--- config.mk ---
export PLATFORM = sky130hd
export DESIGN_NAME = rca_sum_accumulator
export DESIGN_NICKNAME = d
export VERILOG_FILES = /design/src/rtl/rca_sum_accumulator.sv
export SDC_FILE = /design/constraint.sdc
export NUM_CORES = 1
export LEC_CHECK = 0
export BUFFER_PORTS_ARGS = -buffer_cell sky130_fd_sc_hd__buf_4
export CAP_MARGIN = 40
export CORE_MARGIN = 1
export CORE_UTILIZATION = 30
export DETAILED_ROUTE_END_ITERATION = 10
export GPL_ROUTABILITY_DRIVEN = 0
export PLACE_DENSITY = 0.6
export SYNTH_ARGS = -nofsm -noshare
export SYNTH_HDL_FRONTEND = slang
export SYNTH_SLANG_ARGS = --single-unit
--- constraint.sdc ---
create_clock -name clk -period 5.6 [get_ports clk]
set_input_delay 1.12 -clock clk [delete_from_list [all_inputs] [get_ports clk]]
set_output_delay 1.12 -clock clk [all_outputs]
set_load 0.1 [all_outputs]
--- src/rtl/rca_sum_accumulator.sv ---
// Multi-sample reduction stage behind the 16-bit ripple-carry adder: sums 1-16 adder results.
// Optional `RCA_ACC_SAT_EN clamps the accumulator on overflow instead of wrapping.
//
// state | meaning
// IDLE  | waiting for start; acc/ovf hold the previous result
// ACC   | accepting samples until the programmed count is reached
// DONE  | result presented on out_valid until out_ready
module rca_sum_accumulator #(
    parameter int W  = 16,
    parameter int AW = 20
) (
    input  logic          clk,
    input  logic          rst,
    input  logic          start,
    input  logic [3:0]    len,
    input  logic          in_valid,
    input  logic [W-1:0]  in_sum,
    input  logic          in_cout,
    output logic          in_ready,
    output logic          out_valid,
    input  logic          out_ready,
    output logic [AW-1:0] acc,
    output logic          ovf,
    output logic          busy
);

    typedef enum logic [1:0] {
        S_IDLE = 2'd0,
        S_ACC  = 2'd1,
        S_DONE = 2'd2
    } state_t;

    state_t        state, state_nxt;
    logic [4:0]    cnt;
    logic [4:0]    cnt_inc;
    logic [4:0]    len_q;
    logic [AW-1:0] acc_q;
    logic          ovf_q;
    logic [AW:0]   sum_ext;
    logic [AW-1:0] acc_nxt;
    logic          accept;
    logic          last;

    assign accept  = (state == S_ACC) && in_valid;
    assign cnt_inc = cnt + 5'd1;
    assign last    = (cnt_inc == len_q);
    assign sum_ext = {1'b0, acc_q} + {1'b0, {(AW-W-1){1'b0}}, in_cout, in_sum};

`ifdef RCA_ACC_SAT_EN
    // once clamped the run stays at full scale
    assign acc_nxt = (sum_ext[AW] || ovf_q) ? {AW{1'b1}} : sum_ext[AW-1:0];
`else
    assign acc_nxt = sum_ext[AW-1:0];
`endif

    always_ff @(posedge clk) begin
        if (rst) begin
            state <= S_IDLE;
        end else begin
            state <= state_nxt;
        end
    end

    always_comb begin
        state_nxt = state;
        case (state)
            S_IDLE: if (start)      state_nxt = S_ACC;
            S_ACC:  if (accept && last) state_nxt = S_DONE;
            S_DONE: if (out_ready)  state_nxt = S_IDLE;
            default:                state_nxt = S_IDLE;
        endcase
    end

    always_ff @(posedge clk) begin
        if (rst) begin
            acc_q <= '0;
            ovf_q <= 1'b0;
            cnt   <= '0;
            len_q <= '0;
        end else if (state == S_IDLE && start) begin
            acc_q <= '0;
            ovf_q <= 1'b0;
            cnt   <= '0;
            len_q <= (len == 4'd0) ? 5'd16 : {1'b0, len};
        end else if (accept) begin
            acc_q <= acc_nxt;
            ovf_q <= ovf_q | sum_ext[AW];
            cnt   <= cnt_inc;
        end
    end

    assign in_ready  = (state == S_ACC);
    assign out_valid = (state == S_DONE);
    assign busy      = (state == S_ACC) || (state == S_DONE);
    assign acc       = acc_q;
    assign ovf       = ovf_q;

endmodule

======== Yosys cells after proc, flatten, opt, wreduce, memory -nomap -nowiden ========
Cells that the tools add are included.
cells by class
  add/sub/neg operators ................... 2
  multipliers ............................. 0
  divide/modulo/power cells ............... 0
  order comparisons ....................... 0
  equal/unequal tests ..................... 6
  shift operators ......................... 0
  mux-type cells .......................... 5
  bitwise operators ....................... 1
  reductions and logical operators ........ 8
operator list
  operator             count
  $add 20x17->21       1
  $mux 2               3
  $pmux 2 s3           1
  $add 5x1->5 const B  1
  $eq 5x5->1           1
  $mux 5               1
  $logic_not 4->1      1
  $ne 2x1->1 const B   2
  $logic_and 1x1->1    3
  $reduce_and 3->1     1
  $eq 2x1->1 const B   1
  $eq 2x2->1 const B   1
  $logic_not 2->1      1
  $ne 2x2->1 const B   1
  $reduce_or 2->1      1
  $logic_or 1x1->1     1
  $or 1x1->1           1
word-level totals
  bits in registers ....................... 33
  latch bits .............................. 0
  bits in writable memories ............... 0
  memory bits (read-only) ................. 0
  input bits .............................. 26
  output and inout port bits .............. 24
  memories kept ........................... 0

======== Longest topological paths before layout ========
Gate-level depths: netlist of the first run.
  depth in word-level cells ............... 5
  gate-level depth with buffers ........... 9

======== Worst setup path after synthesis of the first run ========
Ideal clock, no wire load.
  kind .................................... in2reg
  from .................................... in in_sum[0]
  to ...................................... reg acc_q[16] (netlist: acc[16])
  data arrival time ....................... 2942 ps
  required time ........................... 5470 ps
  slack ................................... 2528 ps
  stages .................................. 9
  buffers on the path ..................... 0
  cells stage by stage .................... ha_1 fa_1 a211oi_1 o21bai_1 o22ai_2 o21bai_1 nor4_1 mux2i_1 o22ai_1
between the ends
  longest elaborated chain between the ends .. 1
ends and longest elaborated chain
  what                  line  source
  start, declared       17    input logic [W-1:0] in_sum,
  $add 20x17->21        47    assign sum_ext = {1'b0, acc_q} + {1'b0, {(AW-W-1){1'b0}}, in_cout, in_sum};
  end signal, assigned  86    acc_q <= acc_nxt;
  end, declared         37    logic [AW-1:0] acc_q;
No other way between the ends.
A chain may end at the register's enable or synchronous reset.

======== Worst setup path after layout of the first run ========
Same ends and word-level chain as after synthesis.

==> results of run 1 <==
-- stage by stage --
stage	worst slack, ps	instance area, um2	util	instances
after CTS	2440	2790	0.386	423
after global routing	2350	2790	0.386	423
after detailed placement	2170	2710	0.375	415
after global placement	2200	2680	0.372	413
final	2420	2790	0.386	423
after floorplan	2530	2240	-	274
-- worst paths after layout --
| kind | startpoint | to | slack (ps) | cells after the start |
|---|---|---|---|---|
| hold reg to reg | len_q[4] | len_q[4] | 470 | 2 |
| setup reg to reg | acc[0] | acc[16] | 3040 | 9 |
| setup / recovery | in_sum[0] | acc[16] | 2420 | 10 |
| hold / removal | len_q[4] | len_q[4] | 470 | 2 |
-- routing by layer --
| metal | vias to the layer above | global-route usage | part of all wire |
|---|---|---|---|
| met5 | - | 0 | 0 |
| met2 | 38 | 0.239 | 0.45 |
| met1 | 960 | 0.190 | 0.48 |
| met4 | 0 | 0.0484 | 0.016 |
| li1 | 1091 | - | - |
| met3 | 9 | 0.0382 | 0.050 |
-- final cells by class --
class                      count  share of cell area
tap                           99              0.0444
sequential                    33               0.237
timing repair buffer          52               0.143
inverter                       6             0.00808
clock buffer                   6              0.0260
clock inverter                 2             0.00359
multi-input combinational    225               0.538
-- layout by cell type (no fill, tap or decap), types with 5 or more instances in the layout --
| cell | n |
|---|---|
| ha_1 | 22 |
| dfxtp_1 | 33 |
| xnor2_1 | 10 |
| nand2_1 | 36 |
| nor2_1 | 14 |
| o21ai_0 | 14 |
| buf_4 | 51 |
| nand3_1 | 16 |
| clkbuf_8 | 5 |
| mux2i_1 | 5 |
| a211oi_1 | 5 |
| a21o_1 | 5 |
| o21a_1 | 5 |
| inv_1 | 6 |
| xor2_1 | 8 |
| a21oi_1 | 33 |
-- report_power, final --
| part | internal, W | total (W) | switching (W) |
|---|---|---|---|
| combinational | 0.000154 | 0.000519 | 0.000364 |
| clock | 0.0000862 | 0.000178 | 0.0000914 |
| sequential | 0.000262 | 0.000285 | 0.0000228 |
-- cell families after synthesis --
kind of cell / Yosys count / share of synthesized area
flops: 33 / 0.295
mux: 5 / 0.0224
buf+inv: 16 / 0.0336
simple gates: 94 / 0.203
xor+xnor: 18 / 0.0705
fa+ha+maj: 23 / 0.132
compound gates: 85 / 0.243
-- flip-flops by register name (all words and copies together) (netlist names) --
signal	count
ovf	1
state	2
len_q	5
acc	20
cnt	5
-- worst max-delay path: cells and delay by family --
kind / cells / cell delay [ps]
adders and majority gates: 2 / 640
buffers and inverters: 1 / 110
AOI/OAI and AO/OA: 5 / 990
muxes: 1 / 240
and+or+nand+nor: 1 / 250
==> results.ini, run 1 <==
[grt]
grtUsageTotal=0.147
grt_max_degree=28
grt_pass1_vias=1999
overflow=0
grt_pass1_wl_mm=8.98
grt_antenna_before_repair=0

[cts]
post_cts_resized=0
cts.path.max_buffers=2
cts-hold-fix-buffers=0
postCtsSetupBuffers=0
cts_htree_levels=2
cts.clk_slew.worst_paths_ps=70
clock_sinks=33
clk_latency_ps=290
cts_root_buf=clkbuf_8
cts_tree=yes
numCtsBuffers=5

[placement]
io_buffers=49
hpwl_mm=3.99

[drt]
ant_nets=0
drc_errors=0
drtPass1Iterations=4
vias_per_cell=4.96
vias=2098
post_drt_wl_per_cell_um=12.8
drtIter0Drc=75
routed_wl_mm=5.41

[synth]
yosys.area.top_type=dfxtp_1
synth.top_cell.area_share=0.295
synthTopCellsByArea=dfxtp_1 (30%), ha_1 (12%), a21oi_1 (7.4%)
syn_area_um2=2240
syn_avg_cell_area_um2=8.16
synth_seq_cells=33
syn_inst=274
synth_cell_types=47
ys_async_sr_fraction=0
synth_nets=323
synth_edf_count=0
synthFlopType=dfxtp_1
ys_seq_area_frac=0.295
yosysWarnings=0
synth_most_common_cell=nand2_1
synth_common_cells=nand2_1 (36), a21oi_1 (33), dfxtp_1 (33)

[setup_path]
endpoint_kind=flip-flop
crit_chain=buf_4, ha_1, fa_1, a211oi_1, o21bai_1, o22ai_2, o21bai_1, nor4_1, mux2i_1, o22ai_1
crit_top_cell=o21bai_1
crit_slowest_cell=fa_1
slowest_delay_ps=430
worstPathArrival_ps=3350
cp.required_ps=5770
startpoint_type=input port
critPathKind=input port to flip-flop
crit_fanout=4

[pwr]
power_w=0.000981
vdd_drop_max_mv=0.369
power_density_nw_per_um2=352
p_leak_nw=1.22

[floorplanning]
die_h_um=88.3
fp.dieW_um=88.3
die_area_um2=7800
ios=50
core_um2=7210
rows=31
start_util=0.310

[layout]
regArea_um2=661
n_antenna_cell=0
multi_input_area_um2=1500
fin_nets=372
area_growth_pct=24.7
num-fill-cells=765
drive_gt1_frac=0.216

[sta]
slew_headroom=0.500
tightestPinTransition_ps=748
finalMaxSlewViolations=0
setup_violations=0
timing.hold.ws_ps=469
fmax_ghz=0.315
period_minus_slack_ps=3180
rsz0062_at_grt=no
hold_violations=0
tns_ps=0
skew_ps=5.69
fin_crit_sh=0.568

[min_path]
hold_path.class=flip-flop to flip-flop

[outcome]
status=finished, final reports clean

[flow_run]
drv_cap=0

Note: power is estimated with default switching activity, not from simulation.
==> run 2, diff against run 1 <==
==> constraint.sdc (replaced) <==
create_clock -name clk -period 3.2 [get_ports clk]
set_input_delay 0.64 -clock clk [delete_from_list [all_inputs] [get_ports clk]]
set_output_delay 0.64 -clock clk [all_outputs]
set_load 0.1 [all_outputs]
==> results.ini, run 2 (synthesis gave the netlist of run 1 again) <==
[setup_path]
crit_chain=buf_4, ha_1, fa_1, a211oi_1, o21bai_1, o22ai_2, o21bai_1, nor4_1, mux2i_1, o22ai_1
critPathBufInv=1
crit_top_cell=o21bai_1
slowest_delay_ps=430
crit_fanout=4
cp.required_ps=3370
startpoint_type=input port
worstPathArrival_ps=2870
endpoint_kind=flip-flop
critPathKind=input port to flip-flop
crit_slowest_cell=fa_1
critPathTopFamily=compound AO/OA/AOI/OAI gates

[outcome]
status=finished, final reports clean

[drt]
drtPass1Iterations=4
vias_per_cell=4.97
post_drt_wl_per_cell_um=12.5
drtIter0Drc=65
drc_errors=0
vias=2104
ant_nets=0
routed_wl_mm=5.29

[sta]
worst_slack_ps=497
period_minus_slack_ps=2700
fmax_ghz=0.370
fin_crit_sh=0.845
tightestPinTransition_ps=736
timing.hold.ws_ps=465
setup_violations=0
hold_violations=0
rsz0062_at_grt=no
skew_ps=11.9
finalMaxSlewViolations=0
tns_ps=0
slew_headroom=0.508

[floorplanning]
rows=31
ios=50
die_area_um2=7800
start_util=0.310
core_um2=7210
fp.dieW_um=88.3
die_h_um=88.3

[grt]
overflow=0
grtUsageTotal=0.146
grt_pass1_vias=1935
grt_pass1_wl_mm=8.76
grt_max_degree=22
grt_antenna_before_repair=0

[cts]
cts_tree=yes
cts-hold-fix-buffers=0
cts_htree_levels=2
postCtsSetupBuffers=0
numCtsBuffers=5
clk_latency_ps=300
clock_sinks=33
cts.clk_slew.worst_paths_ps=70
post_cts_resized=0
cts_root_buf=clkbuf_8
cts.path.max_buffers=2

[layout]
final_cell_area_um2=2790
largest_reg_flops=20
area_growth_pct=24.8
layout_commonest_cell=buf_4
drive_gt1_frac=0.216
fin_nets=373
mostFrequentLayoutCells=buf_4 (53), nand2_1 (36), a21oi_1 (33), dfxtp_1 (33), ha_1 (22)
n_antenna_cell=0

[pwr]
vdd_drop_max_mv=0.678
power_w=0.00173
power_density_nw_per_um2=620
p_leak_nw=1.22

[flow_run]
drv_cap=0

[placement]
pre_cts_ws_ps=240
io_buffers=49
hpwl_mm=4.01
postPlaceCellArea_um2=2710

[min_path]
hold_path.class=flip-flop to flip-flop

-- run 2: cell types whose count changed in the layout (fill, tap and decap cells not counted) --
cell / before / now
buf_8: 1 / 0
clkbuf_8: 5 / 6
buf_4: 51 / 53
clkinv_2: 2 / 0
-- run 2: final cells by class --
| type | instances | area [um2] |
|---|---|---|
| clock buffers | 7 | 86.3 |
| repair buffers | 53 | 398 |
| multi-input cells | 225 | 1500 |
| flip-flops and latches | 33 | 661 |
| fillers | 796 | 4420 |
| well taps | 99 | 124 |
| inverters | 6 | 22.5 |
-- run 2: final timing paths --
check                   to  cells past startpoint  slack, ps      start
setup / recovery   acc[16]                     10        500  in_sum[0]
hold / removal    len_q[4]                      2        460   len_q[4]
setup reg to reg   acc[16]                      9        640     acc[0]
hold reg to reg   len_q[4]                      2        460   len_q[4]
-- run 2: per-layer routing --
layer / vias to the layer above / GRT usage / routed length (um)
met5: - / 0 / 0
met4: 0 / 0.0674 / 110
met3: 10 / 0.0289 / 215
met2: 38 / 0.232 / 2340
met1: 965 / 0.190 / 2630
li1: 1091 / - / -
-- run 2: worst register-to-register path, delay by kind of cell (launching register included) --
kind	cells	cell delay, ps
AOI/OAI and AO/OA	5	980
adders and majority gates	2	640
DFF	1	320
and+or+nand+nor	1	280
muxes	1	230
-- run 2: where the power goes --
group          total [W]  internal [W]  switching, W
combinational   0.000905      0.000270      0.000635
sequential      0.000499      0.000459     0.0000407
clock           0.000327      0.000171      0.000156
-- run 2: metrics by stage --
stage | util | instances
6_report | 0.387 | 423
5_1_grt | 0.387 | 423
4_1_cts | 0.387 | 423
3_5_place_dp | 0.375 | 416
3_3_place_gp | 0.375 | 416
2_1_floorplan | - | 274
==> run 3, diff against run 2 <==
--- a/config.mk
+++ b/config.mk
@@ -5,13 +5,14 @@
 export SDC_FILE = /design/constraint.sdc
 export NUM_CORES = 1
 export LEC_CHECK = 0
+export ABC_AREA = 1
 export BUFFER_PORTS_ARGS = -buffer_cell sky130_fd_sc_hd__buf_4
 export CAP_MARGIN = 40
 export CORE_MARGIN = 1
 export CORE_UTILIZATION = 30
 export DETAILED_ROUTE_END_ITERATION = 10
 export GPL_ROUTABILITY_DRIVEN = 0
-export PLACE_DENSITY = 0.6
+export PLACE_DENSITY = 0.61
 export SYNTH_ARGS = -nofsm -noshare
 export SYNTH_HDL_FRONTEND = slang
 export SYNTH_SLANG_ARGS = --single-unit
==> constraint.sdc (replaced) <==
create_clock -name clk -period 2.4 [get_ports clk]
set_input_delay 0.48 -clock clk [delete_from_list [all_inputs] [get_ports clk]]
set_output_delay 0.48 -clock clk [all_outputs]
set_load 0.1 [all_outputs]
==> results.ini, run 3 <==
[synth]
syn_area_um2=2510
muxShareOfSynthArea=0
synth_common_cells=nand2_1 (100), nor2_1 (60), inv_1 (58)
ys_seq_area_frac=0.263
synth_edf_count=0
synthTopCellsByArea=dfxtp_1 (26%), nand2_1 (15%), ha_1 (11%)
synth_most_common_cell=nand2_1
synth.top_cell.area_share=0.263
synth_xor_area_frac=0.0279
synth_cell_types=31
yosys.area.top_type=dfxtp_1
synth-simple-area-share=0.364
synthFlopType=dfxtp_1
synth_compound_area_frac=0.123
yosysWarnings=0
syn_inst=404
synth_seq_cells=33
synth_fa_ha_area_frac=0.118
synth_top_family_by_area=simple AND/OR/NAND/NOR gates
synth_nets=453
ys_async_sr_fraction=0
syn_avg_cell_area_um2=6.22

[min_path]
hold_path.class=input port to flip-flop
hold_start=rst
holdPathEnd=len_q[3]
holdPathStages=2

[layout]
area_growth_pct=23.1
final_cell_area_um2=3090
drive_gt1_frac=0.158
layout_commonest_cell=nand2_1
fin_nets=504
n_antenna_cell=0
finalCoreUtilization=0.378
mostFrequentLayoutCells=nand2_1 (100), nor2_1 (60), inv_1 (58)
largest_reg_flops=20
num-fill-cells=893

[sta]
setup_violations=0
slew_headroom=0.569
finalMaxSlewViolations=0
worst_slack_ps=469
skew_ps=8.03
period_minus_slack_ps=1930
tightestPinTransition_ps=646
fmax_ghz=0.518
rsz0062_at_grt=no
tns_ps=0
hold_violations=0
fin_crit_sh=0.805

[setup_path]
r2r_start=acc[0]
worst-r2r-setup-slack_ps=470
rr_endpoint=acc[16]
critPathLaunch=acc[0]
endpoint_kind=flip-flop
startpoint_type=flip-flop
crit_fanout=3
critPathKind=flip-flop to flip-flop
worstPathArrival_ps=2130
ff2ff_path_depth=12
cp.required_ps=2600

[grt]
grt_pass1_vias=2477
overflow=0
grt_pass1_wl_mm=10.3
grt_max_degree=38
grtUsageTotal=0.148
grt_antenna_before_repair=0

[pwr]
p_leak_nw=1.64
pwr-share-seq=0.261
pwr-share-comb=0.561
netSwitchingPower_w=0.00142
power_w=0.00274
p_sw_frac=0.519
intPower_w=0.00132
vdd_drop_max_mv=0.962
power_density_nw_per_um2=885
pwr-share-clk=0.178

[drt]
routed_wl_mm=6.18
drtPass1Iterations=4
drtIter0Drc=83
post_drt_wl_per_cell_um=11.0
drc_errors=0
vias_per_cell=4.60
vias=2582
ant_nets=0

[floorplanning]
core_um2=8180
ios=50
start_util=0.307
rows=33
die_h_um=93.5
fp.dieW_um=93.5
die_area_um2=8750

[cts]
cts_tree=yes
cts_root_buf=clkbuf_8
post_cts_resized=0
cts_htree_levels=2
numCtsBuffers=5
cts.path.max_buffers=2
cts.clk_slew.worst_paths_ps=80
cts-hold-fix-buffers=0
clk_latency_ps=300
postCtsSetupBuffers=0
clock_sinks=33

[placement]
pre_cts_ws_ps=199
hpwl_mm=4.74
io_buffers=49
postPlaceCellArea_um2=2990

[outcome]
status=finished, final reports clean

[flow_run]
drv_cap=0

## run 3: worst max path at each step
stage / slack [ps] / cells after the start / endpoint
detailed placement: 200 / 13 / acc[16]
global route: 290 / 12 / acc[12]
finish: 470 / 12 / acc[16]
global placement: 240 / 13 / acc[16]
CTS: 480 / 12 / acc[16]
floorplan: 140 / 12 / acc[13]
## run 3: per-stage QoR
step	cells	hold WS (ps)
5_1_grt	561	357
3_3_place_gp	553	454
6_report	561	365
2_1_floorplan	404	443
4_1_cts	561	354
3_5_place_dp	553	459
## run 3: kinds of logic after synthesis
logic type                 Yosys count
buffers and inverters               68
and+or+nand+nor                    215
DFF                                 33
AOI/OAI and AO/OA                   57
adders and majority gates           23
xor gates and xnor gates             8
## run 3: final cells by class
cell class / instances / area, um2 / area share
sequential: 33 / 661 / 0.214
inverter: 61 / 229 / 0.0741
multi-input combinational: 303 / 1590 / 0.513
tap: 105 / 131 / 0.0425
clock inverter: 1 / 5.00 / 0.00162
timing repair buffer: 51 / 383 / 0.124
clock buffer: 7 / 96.3 / 0.0312
## run 3: worst max-delay path, cell delays in order (launching register included)
cell and delay (ps):
dfxtp_1 330, ha_1 210, fa_1 430, nand3_1 90
nand3_1 120, nand3_1 100, nand2_1 130, nand2_1 120
nand2_1 60, nand2_1 60, nand3_1 60, nand2_1 90
inv_1 40
## run 3: power groups by stage
stage	sequential (W)	combinational, W	clock, W
floorplan	0.00102	0.000944	0
global placement	0.000725	0.00153	0
detailed placement	0.000727	0.00154	0
CTS	0.000715	0.00155	0.000503
global route	0.000730	0.00168	0.000521
finish	0.000714	0.00154	0.000486
## run 3: layer usage
layer / track usage / vias up / routed length (um)
li1: - / 1394 / -
met1: 0.166 / 1135 / 2840
met2: 0.263 / 44 / 2910
met3: 0.0398 / 9 / 320
met4: 0.0603 / 0 / 104
met5: 0 / - / 0
